===== config.mk =====
export PLATFORM = sky130hd
export DESIGN_NAME = memory_access
export DESIGN_NICKNAME = d
export VERILOG_FILES = /design/src/rtl/memory_access.sv
export SDC_FILE = /design/constraint.sdc
export NUM_CORES = 1
export LEC_CHECK = 0
export ABC_CLOCK_PERIOD_IN_PS = 2200
export CORE_ASPECT_RATIO = 0.7
export CORE_MARGIN = 4
export CORE_UTILIZATION = 33
export CTS_BUF_LIST = sky130_fd_sc_hd__clkbuf_2
export DETAILED_ROUTE_END_ITERATION = 12
export GPL_ROUTABILITY_DRIVEN = 0
export PLACE_DENSITY = 0.87
export SLEW_MARGIN = 20
export SYNTH_ARGS = -nofsm -noshare
export SYNTH_HDL_FRONTEND = slang
export SYNTH_SLANG_ARGS = --single-unit

===== constraint.sdc =====
create_clock -name CLK -period 2.2 [get_ports CLK]
set_clock_uncertainty 0.15 [all_clocks]
set_input_delay 0.44 -clock CLK [delete_from_list [all_inputs] [get_ports CLK]]
set_output_delay 0.44 -clock CLK [all_outputs]
set_load 0.01 [all_outputs]

===== src/rtl/memory_access.sv =====
// RV32i memory-stage load/store unit: request/ack data-memory port, byte lanes, load extension.
// Optional misalignment trap is enabled by defining LSU_MISALIGN_TRAP_EN.
module memory_access #(
  parameter int TIMEOUT_CYCLES = 255
) (
  input  logic        CLK,
  input  logic        RST,
  input  logic        Mem_Read_M,
  input  logic        Mem_Write_M,
  input  logic [2:0]  Funct3_M,
  input  logic [31:0] ALU_Out_M,
  input  logic [31:0] REG_R_Data2_M,
  output logic        DMEM_Req,
  output logic        DMEM_We,
  output logic [31:0] DMEM_Addr,
  output logic [31:0] DMEM_WData,
  output logic [3:0]  DMEM_BE,
  input  logic        DMEM_Ack,
  input  logic [31:0] DMEM_RData,
  output logic [31:0] Load_Data_M,
  output logic        Stall_M,
  output logic        Bus_Err_M,
  output logic        Misaligned_M
);

  typedef enum logic [1:0] {IDLE, WAIT, DONE} state_t;

  localparam int CW = (TIMEOUT_CYCLES > 1) ? $clog2(TIMEOUT_CYCLES + 1) : 1;
  localparam logic [CW-1:0] TO_LAST = (TIMEOUT_CYCLES > 0) ? CW'(TIMEOUT_CYCLES - 1) : '0;

  state_t        state;
  logic [CW-1:0] cnt;
  logic          legal;
  logic          misalign;
  logic          ok;
  logic          is_load;
  logic [1:0]    addr_lo;
  logic [31:0]   lane;
  logic [31:0]   load_ext;
  logic          timeout_hit;

  assign is_load = Mem_Read_M & ~Mem_Write_M;

  always_comb begin
    legal = 1'b0;
    if (Mem_Write_M)
      legal = (Funct3_M == 3'b000) || (Funct3_M == 3'b001) || (Funct3_M == 3'b010);
    else if (Mem_Read_M)
      legal = (Funct3_M == 3'b000) || (Funct3_M == 3'b001) || (Funct3_M == 3'b010) ||
              (Funct3_M == 3'b100) || (Funct3_M == 3'b101);
  end

  assign misalign = ((Funct3_M[1:0] == 2'b01) && ALU_Out_M[0]) ||
                    ((Funct3_M[1:0] == 2'b10) && (ALU_Out_M[1:0] != 2'b00));

`ifdef LSU_MISALIGN_TRAP_EN
  assign ok           = legal & ~misalign;
  assign Misaligned_M = legal & misalign;
  assign addr_lo      = ALU_Out_M[1:0];
`else
  // Without the trap, misaligned accesses silently snap to natural alignment.
  assign ok           = legal;
  assign Misaligned_M = 1'b0;
  always_comb begin
    addr_lo = ALU_Out_M[1:0];
    if (Funct3_M[1:0] == 2'b01)      addr_lo = {ALU_Out_M[1], 1'b0};
    else if (Funct3_M[1:0] == 2'b10) addr_lo = 2'b00;
  end
`endif

  assign DMEM_Req   = ((state == IDLE) && ok) || (state == WAIT);
  assign Stall_M    = DMEM_Req;
  assign DMEM_We    = Mem_Write_M;
  assign DMEM_Addr  = {ALU_Out_M[31:2], 2'b00};

  always_comb begin
    DMEM_BE    = 4'b1111;
    DMEM_WData = REG_R_Data2_M;
    if (Mem_Write_M) begin
      case (Funct3_M[1:0])
        2'b00: begin
          DMEM_BE    = 4'b0001 << addr_lo;
          DMEM_WData = {4{REG_R_Data2_M[7:0]}};
        end
        2'b01: begin
          DMEM_BE    = addr_lo[1] ? 4'b1100 : 4'b0011;
          DMEM_WData = {2{REG_R_Data2_M[15:0]}};
        end
        default: DMEM_BE = 4'b1111;
      endcase
    end
  end

  assign lane = DMEM_RData >> {addr_lo, 3'b000};

  always_comb begin
    case (Funct3_M)
      3'b000:  load_ext = {{24{lane[7]}}, lane[7:0]};
      3'b100:  load_ext = {24'h0, lane[7:0]};
      3'b001:  load_ext = {{16{lane[15]}}, lane[15:0]};
      3'b101:  load_ext = {16'h0, lane[15:0]};
      default: load_ext = DMEM_RData;
    endcase
  end

  assign timeout_hit = (TIMEOUT_CYCLES != 0) && (cnt == TO_LAST);

  // DMEM_Req is low in IDLE-without-access and in DONE, so both fall back to IDLE.
  always_ff @(posedge CLK) begin
    if (RST) begin
      state       <= IDLE;
      cnt         <= '0;
      Load_Data_M <= 32'h0;
      Bus_Err_M   <= 1'b0;
    end else begin
      Bus_Err_M <= 1'b0;
      if (DMEM_Req) begin
        if (DMEM_Ack) begin
          state <= DONE;
          cnt   <= '0;
          if (is_load) Load_Data_M <= load_ext;
        end else if (timeout_hit) begin
          state       <= DONE;
          cnt         <= '0;
          Bus_Err_M   <= 1'b1;
          Load_Data_M <= 32'h0;
        end else begin
          state <= WAIT;
          cnt   <= cnt + 1'b1;
        end
      end else begin
        state <= IDLE;
        cnt   <= '0;
      end
    end
  end

endmodule


==> results.rst <==
.. list-table::
   :header-rows: 1

   * - Metric
     - Value
   * - Cells after Synth
     - 373
   * - Proportion of synthesized chip area in sequential cells
     - 0.281
   * - Vias in the first global route
     - 3351
   * - Total of endpoints with negative setup slack in the final report
     - 0
   * - Congestion Overflow GR
     - 0
   * - Longest Clk Path Bufs
     - 2
   * - Number of buffers created by CTS
     - 5
   * - Dominant delay contributor by cell family on the critical path
     - compound AO/OA/AOI/OAI gates
   * - Ys flop type
     - sky130_fd_sc_hd__dfxtp_1
   * - Number of stages on the worst hold path
     - 1
   * - Slack of the worst reg-to-reg path
     - slightly above 0.006 ns
   * - Maximum number of pins on one net before global-route repair
     - 25
   * - Average wire per cell in the routed design
     - approximately 17 µm
   * - CTS tree
     - built
   * - Cell variety after synth
     - 40
   * - Initial DRC Count
     - between 150 and 200
   * - Buffer cell driving the clock tree root
     - sky130_fd_sc_hd__clkbuf_2
   * - Worst supply voltage drop on vdd
     - ~0.23 mV
   * - Die width
     - 123 µm
   * - Area added between synthesis and finish
     - 60.7%
   * - Critical path peak fanout
     - 5
   * - Min-delay src
     - cnt[0]$_SDFF_PP0_
   * - Synth warn
     - 0
   * - FF-to-FF End
     - Load_Data_M[27]$_SDFFE_PP0P_
   * - Boundary Pins
     - between 200 and 250
   * - Clock-pin slew of the registers on the worst-case setup and hold paths
     - around 0.24 ns
   * - Async set-or-reset flop fraction in the synthesized netlist
     - 0
   * - Multi-input gate area
     - 0.00190 mm²
   * - Total core area
     - approximately 0.009 mm²
   * - Number of filler instances in the final layout
     - ~800
   * - Count of nets after finishing
     - around 620
   * - Post-Route Hold Slack
     - roughly 0.31 ns
   * - Antenna violations before repair
     - 0
   * - Number of synthesized register bits
     - between 40 and 50
   * - Number of rows created at floorplan
     - 29
   * - Final wirelength
     - roughly 11000 µm
   * - Via count
     - around 3300
   * - Part of the cycle the worst path needs
     - 0.997
   * - Top achievable clock speed
     - 0.456 GHz
   * - Die Y-Extent
     - a little under 90 µm
   * - Post-route DRC violation count
     - 0
   * - HPWL after detailed placement
     - ~8800 µm
   * - Power density over the cells
     - 393 mW/mm²
   * - Number of hold violations in the final report
     - 0
   * - Total iterations of the first detailed-routing run
     - 5
   * - Die outline area
     - 0.0109 mm²
   * - Slowest cell delay on critical path
     - ~0.4 ns
   * - Quantity of I/O buffers inserted on ports
     - approximately 150
   * - Global Route Usage Sum
     - 0.189
   * - Unrepaired setup endpoints after global routing
     - yes
   * - Leakage power
     - 1.95 nW
   * - Standard cell with the maximum stage delay on the critical path
     - sky130_fd_sc_hd__dfxtp_2
   * - Hold WC Path Type
     - reg -> reg
   * - Register area
     - around 860 µm²
   * - Post-route setup slack
     - between 0.006 and 0.007 ns
   * - Pins Over Slew Limit
     - 0
   * - Depth of the worst register-to-register path
     - 8
   * - Endpoint type of the worst setup path
     - flip-flop
   * - Insertion delay of the later-clocked pin in the worst-skew pair
     - 0.41 ns
   * - Total buffers and inverters traversed by the critical path
     - 2
   * - Fraction of final layout cells with drive strength greater than 1
     - 0.257
   * - Post-route antenna net violation count
     - 0
   * - Area of the mapped netlist
     - 0.00306 mm²
   * - Launching point of the worst reg2reg path
     - cnt[0]$_SDFF_PP0_
   * - Final Core Density
     - 0.545
   * - Post-route minimum period
     - between 2 and 2.5 ns
   * - Mapped Avg Cell Area
     - between 8 and 9 µm²
   * - Detail-routed via count per cell
     - a little over 5
   * - Destination of the worst hold path
     - cnt[0]$_SDFF_PP0_
   * - Outcome
     - finished clean
   * - Chain of cells forming the critical path
     - inv_2, ha_4, nand3_2, or3_4, a211oi_4, nand2b_4, clkbuf_16, o32ai_2
   * - Max Cap Violations
     - 0
   * - Arrival time of the worst setup path
     - around 2.4 ns
   * - Number of synthesized flops with an enable pin
     - 0
   * - Global-route wire length before repair
     - approximately 17000 µm
   * - CP required
     - ~2.4 ns
   * - Number of levels in the clock H-tree
     - 2
   * - Element type at the critical path start
     - flip-flop
   * - Initial core utilization
     - 0.339
   * - Pre-CTS worst setup slack
     - -0.537 ns
   * - Path type of the worst setup path
     - reg -> reg
   * - Sinks on Clock Net
     - 43
## worst register-to-register path, cell delays in order, from the launching register on
cell and delay, ns:
sky130_fd_sc_hd__dfxtp_2 0.39, sky130_fd_sc_hd__inv_2 0.07, sky130_fd_sc_hd__ha_4 0.13, sky130_fd_sc_hd__nand3_2 0.07, sky130_fd_sc_hd__or3_4 0.35, sky130_fd_sc_hd__a211oi_4 0.39
sky130_fd_sc_hd__nand2b_4 0.14, sky130_fd_sc_hd__clkbuf_16 0.19, sky130_fd_sc_hd__o32ai_2 0.25
## final cells by class
type                       instances  share of cell area
sequential                        43               0.176
tap                              124              0.0315
inverter                           6             0.00458
multi-input combinational        259               0.386
clock inverter                     3             0.00941
antenna                            1            0.000509
timing repair buffer             201               0.387
clock buffer                       5             0.00509
## cell usage in the layout, fill, tap and decap left out, types with 13 or more instances in the layout
cell,netlist,routed
sky130_fd_sc_hd__mux2_2,17,17
sky130_fd_sc_hd__o21ai_0,21,20
sky130_fd_sc_hd__nor2_1,35,33
sky130_fd_sc_hd__buf_4,43,46
sky130_fd_sc_hd__o32ai_2,13,13
sky130_fd_sc_hd__clkdlybuf4s50_1,0,108
sky130_fd_sc_hd__dfxtp_1,43,40
sky130_fd_sc_hd__nand2b_1,39,39
sky130_fd_sc_hd__nand2_1,48,47
sky130_fd_sc_hd__dlygate4sd2_1,0,18
## metal layers
metal	vias to the layer above	wire, µm	GRT usage
li1	1552	-	-
met1	1564	4270	0.220
met2	169	5740	0.345
met3	18	1040	0.0588
met4	0	146	0.0372
met5	-	0	0
## timing repair
item	CTS	global route
buffers inserted	6	2
setup endpoints to repair	37	39
resized for setup	89	35
gates cloned	0	2
hold buffers	0	0
pin swaps	3	8
## kinds of logic (layout without fill, tap and decap cells)
logic type	count (synthesis)	in the layout	synth area share
compound gates	78	78	0.224
xor+xnor	6	6	0.0172
fa+ha+maj	2	2	0.00817
buf+inv	73	215	0.149
flops	43	43	0.281
mux	27	27	0.0952
other cells	1	4	0.00122
simple gates	143	143	0.224
## worst max-delay path by stage
stage | slack (ns) | depth (start not counted) | to | from
6_report | 0.006 | 8 | Load_Data_M[27]$_SDFFE_PP0P_ | cnt[0]$_SDFF_PP0_
5_1_grt | -0.05 | 9 | Load_Data_M[7]$_SDFFE_PP0P_ | cnt[0]$_SDFF_PP0_
4_1_cts | -0.02 | 9 | DMEM_WData[20] | Mem_Write_M
3_5_place_dp | -0.54 | 7 | DMEM_WData[12] | Funct3_M[1]
3_3_place_gp | -0.52 | 7 | DMEM_WData[14] | Funct3_M[1]
2_1_floorplan | 0.02 | 5 | DMEM_WData[10] | Funct3_M[1]
## per-stage QoR
| stage | instances | setup TNS, ns | total power (W) | instance area [µm²] |
|---|---|---|---|---|
| final | 642 | 0 | 0.00193 | 4920 |
| after global routing | 641 | -0.301 | 0.00203 | 4920 |
| after CTS | 637 | -0.0404 | 0.00192 | 4720 |
| after detailed placement | 623 | -29.61 | 0.00146 | 4630 |
| after global placement | 623 | -26.58 | 0.00144 | 4630 |
| after floorplan | 375 | 0 | 0.00114 | 3070 |
## state kept, by name, summed over array words and instances, names as in the netlist
register     cells
Bus_Err_M        1
Load_Data_M     32
cnt              8
state            2
## cells in the mapped netlist (2+ instances only)
cell type                    n  area (µm²)
sky130_fd_sc_hd__a21oi_1     2        10.0
sky130_fd_sc_hd__a2bb2oi_1   7        61.3
sky130_fd_sc_hd__a32o_1      7        70.1
sky130_fd_sc_hd__buf_1       2        7.51
sky130_fd_sc_hd__buf_2       4        20.0
sky130_fd_sc_hd__buf_4      43         323
sky130_fd_sc_hd__buf_6       2        22.5
sky130_fd_sc_hd__clkbuf_1   16        60.1
sky130_fd_sc_hd__dfxtp_1    43         861
sky130_fd_sc_hd__ha_1        2        25.0
sky130_fd_sc_hd__inv_1       6        22.5
sky130_fd_sc_hd__mux2_2     17         191
sky130_fd_sc_hd__mux2i_1    10         100
sky130_fd_sc_hd__nand2_1    48         180
sky130_fd_sc_hd__nand2b_1   39         244
sky130_fd_sc_hd__nand3_1     5        25.0
sky130_fd_sc_hd__nor2_1     35         131
sky130_fd_sc_hd__nor2b_1     3        18.8
sky130_fd_sc_hd__nor3_1      5        25.0
sky130_fd_sc_hd__o211ai_1    7        52.6
sky130_fd_sc_hd__o21ai_0    21         105
sky130_fd_sc_hd__o221ai_1    7        61.3
sky130_fd_sc_hd__o22ai_1     7        43.8
sky130_fd_sc_hd__o32ai_1     3        26.3
sky130_fd_sc_hd__o32ai_2    13         211
sky130_fd_sc_hd__xnor2_1     3        26.3
sky130_fd_sc_hd__xor2_1      3        26.3
## report_power, final
group	switching, W	leakage, nW	internal, W	total [W]
sequential	0.00000688	0.349	0.000793	0.000800
clock	0.000284	0.0396	0.000196	0.000480
combinational	0.000296	1.56	0.000358	0.000654
Note: power is estimated with default switching activity, not from simulation.
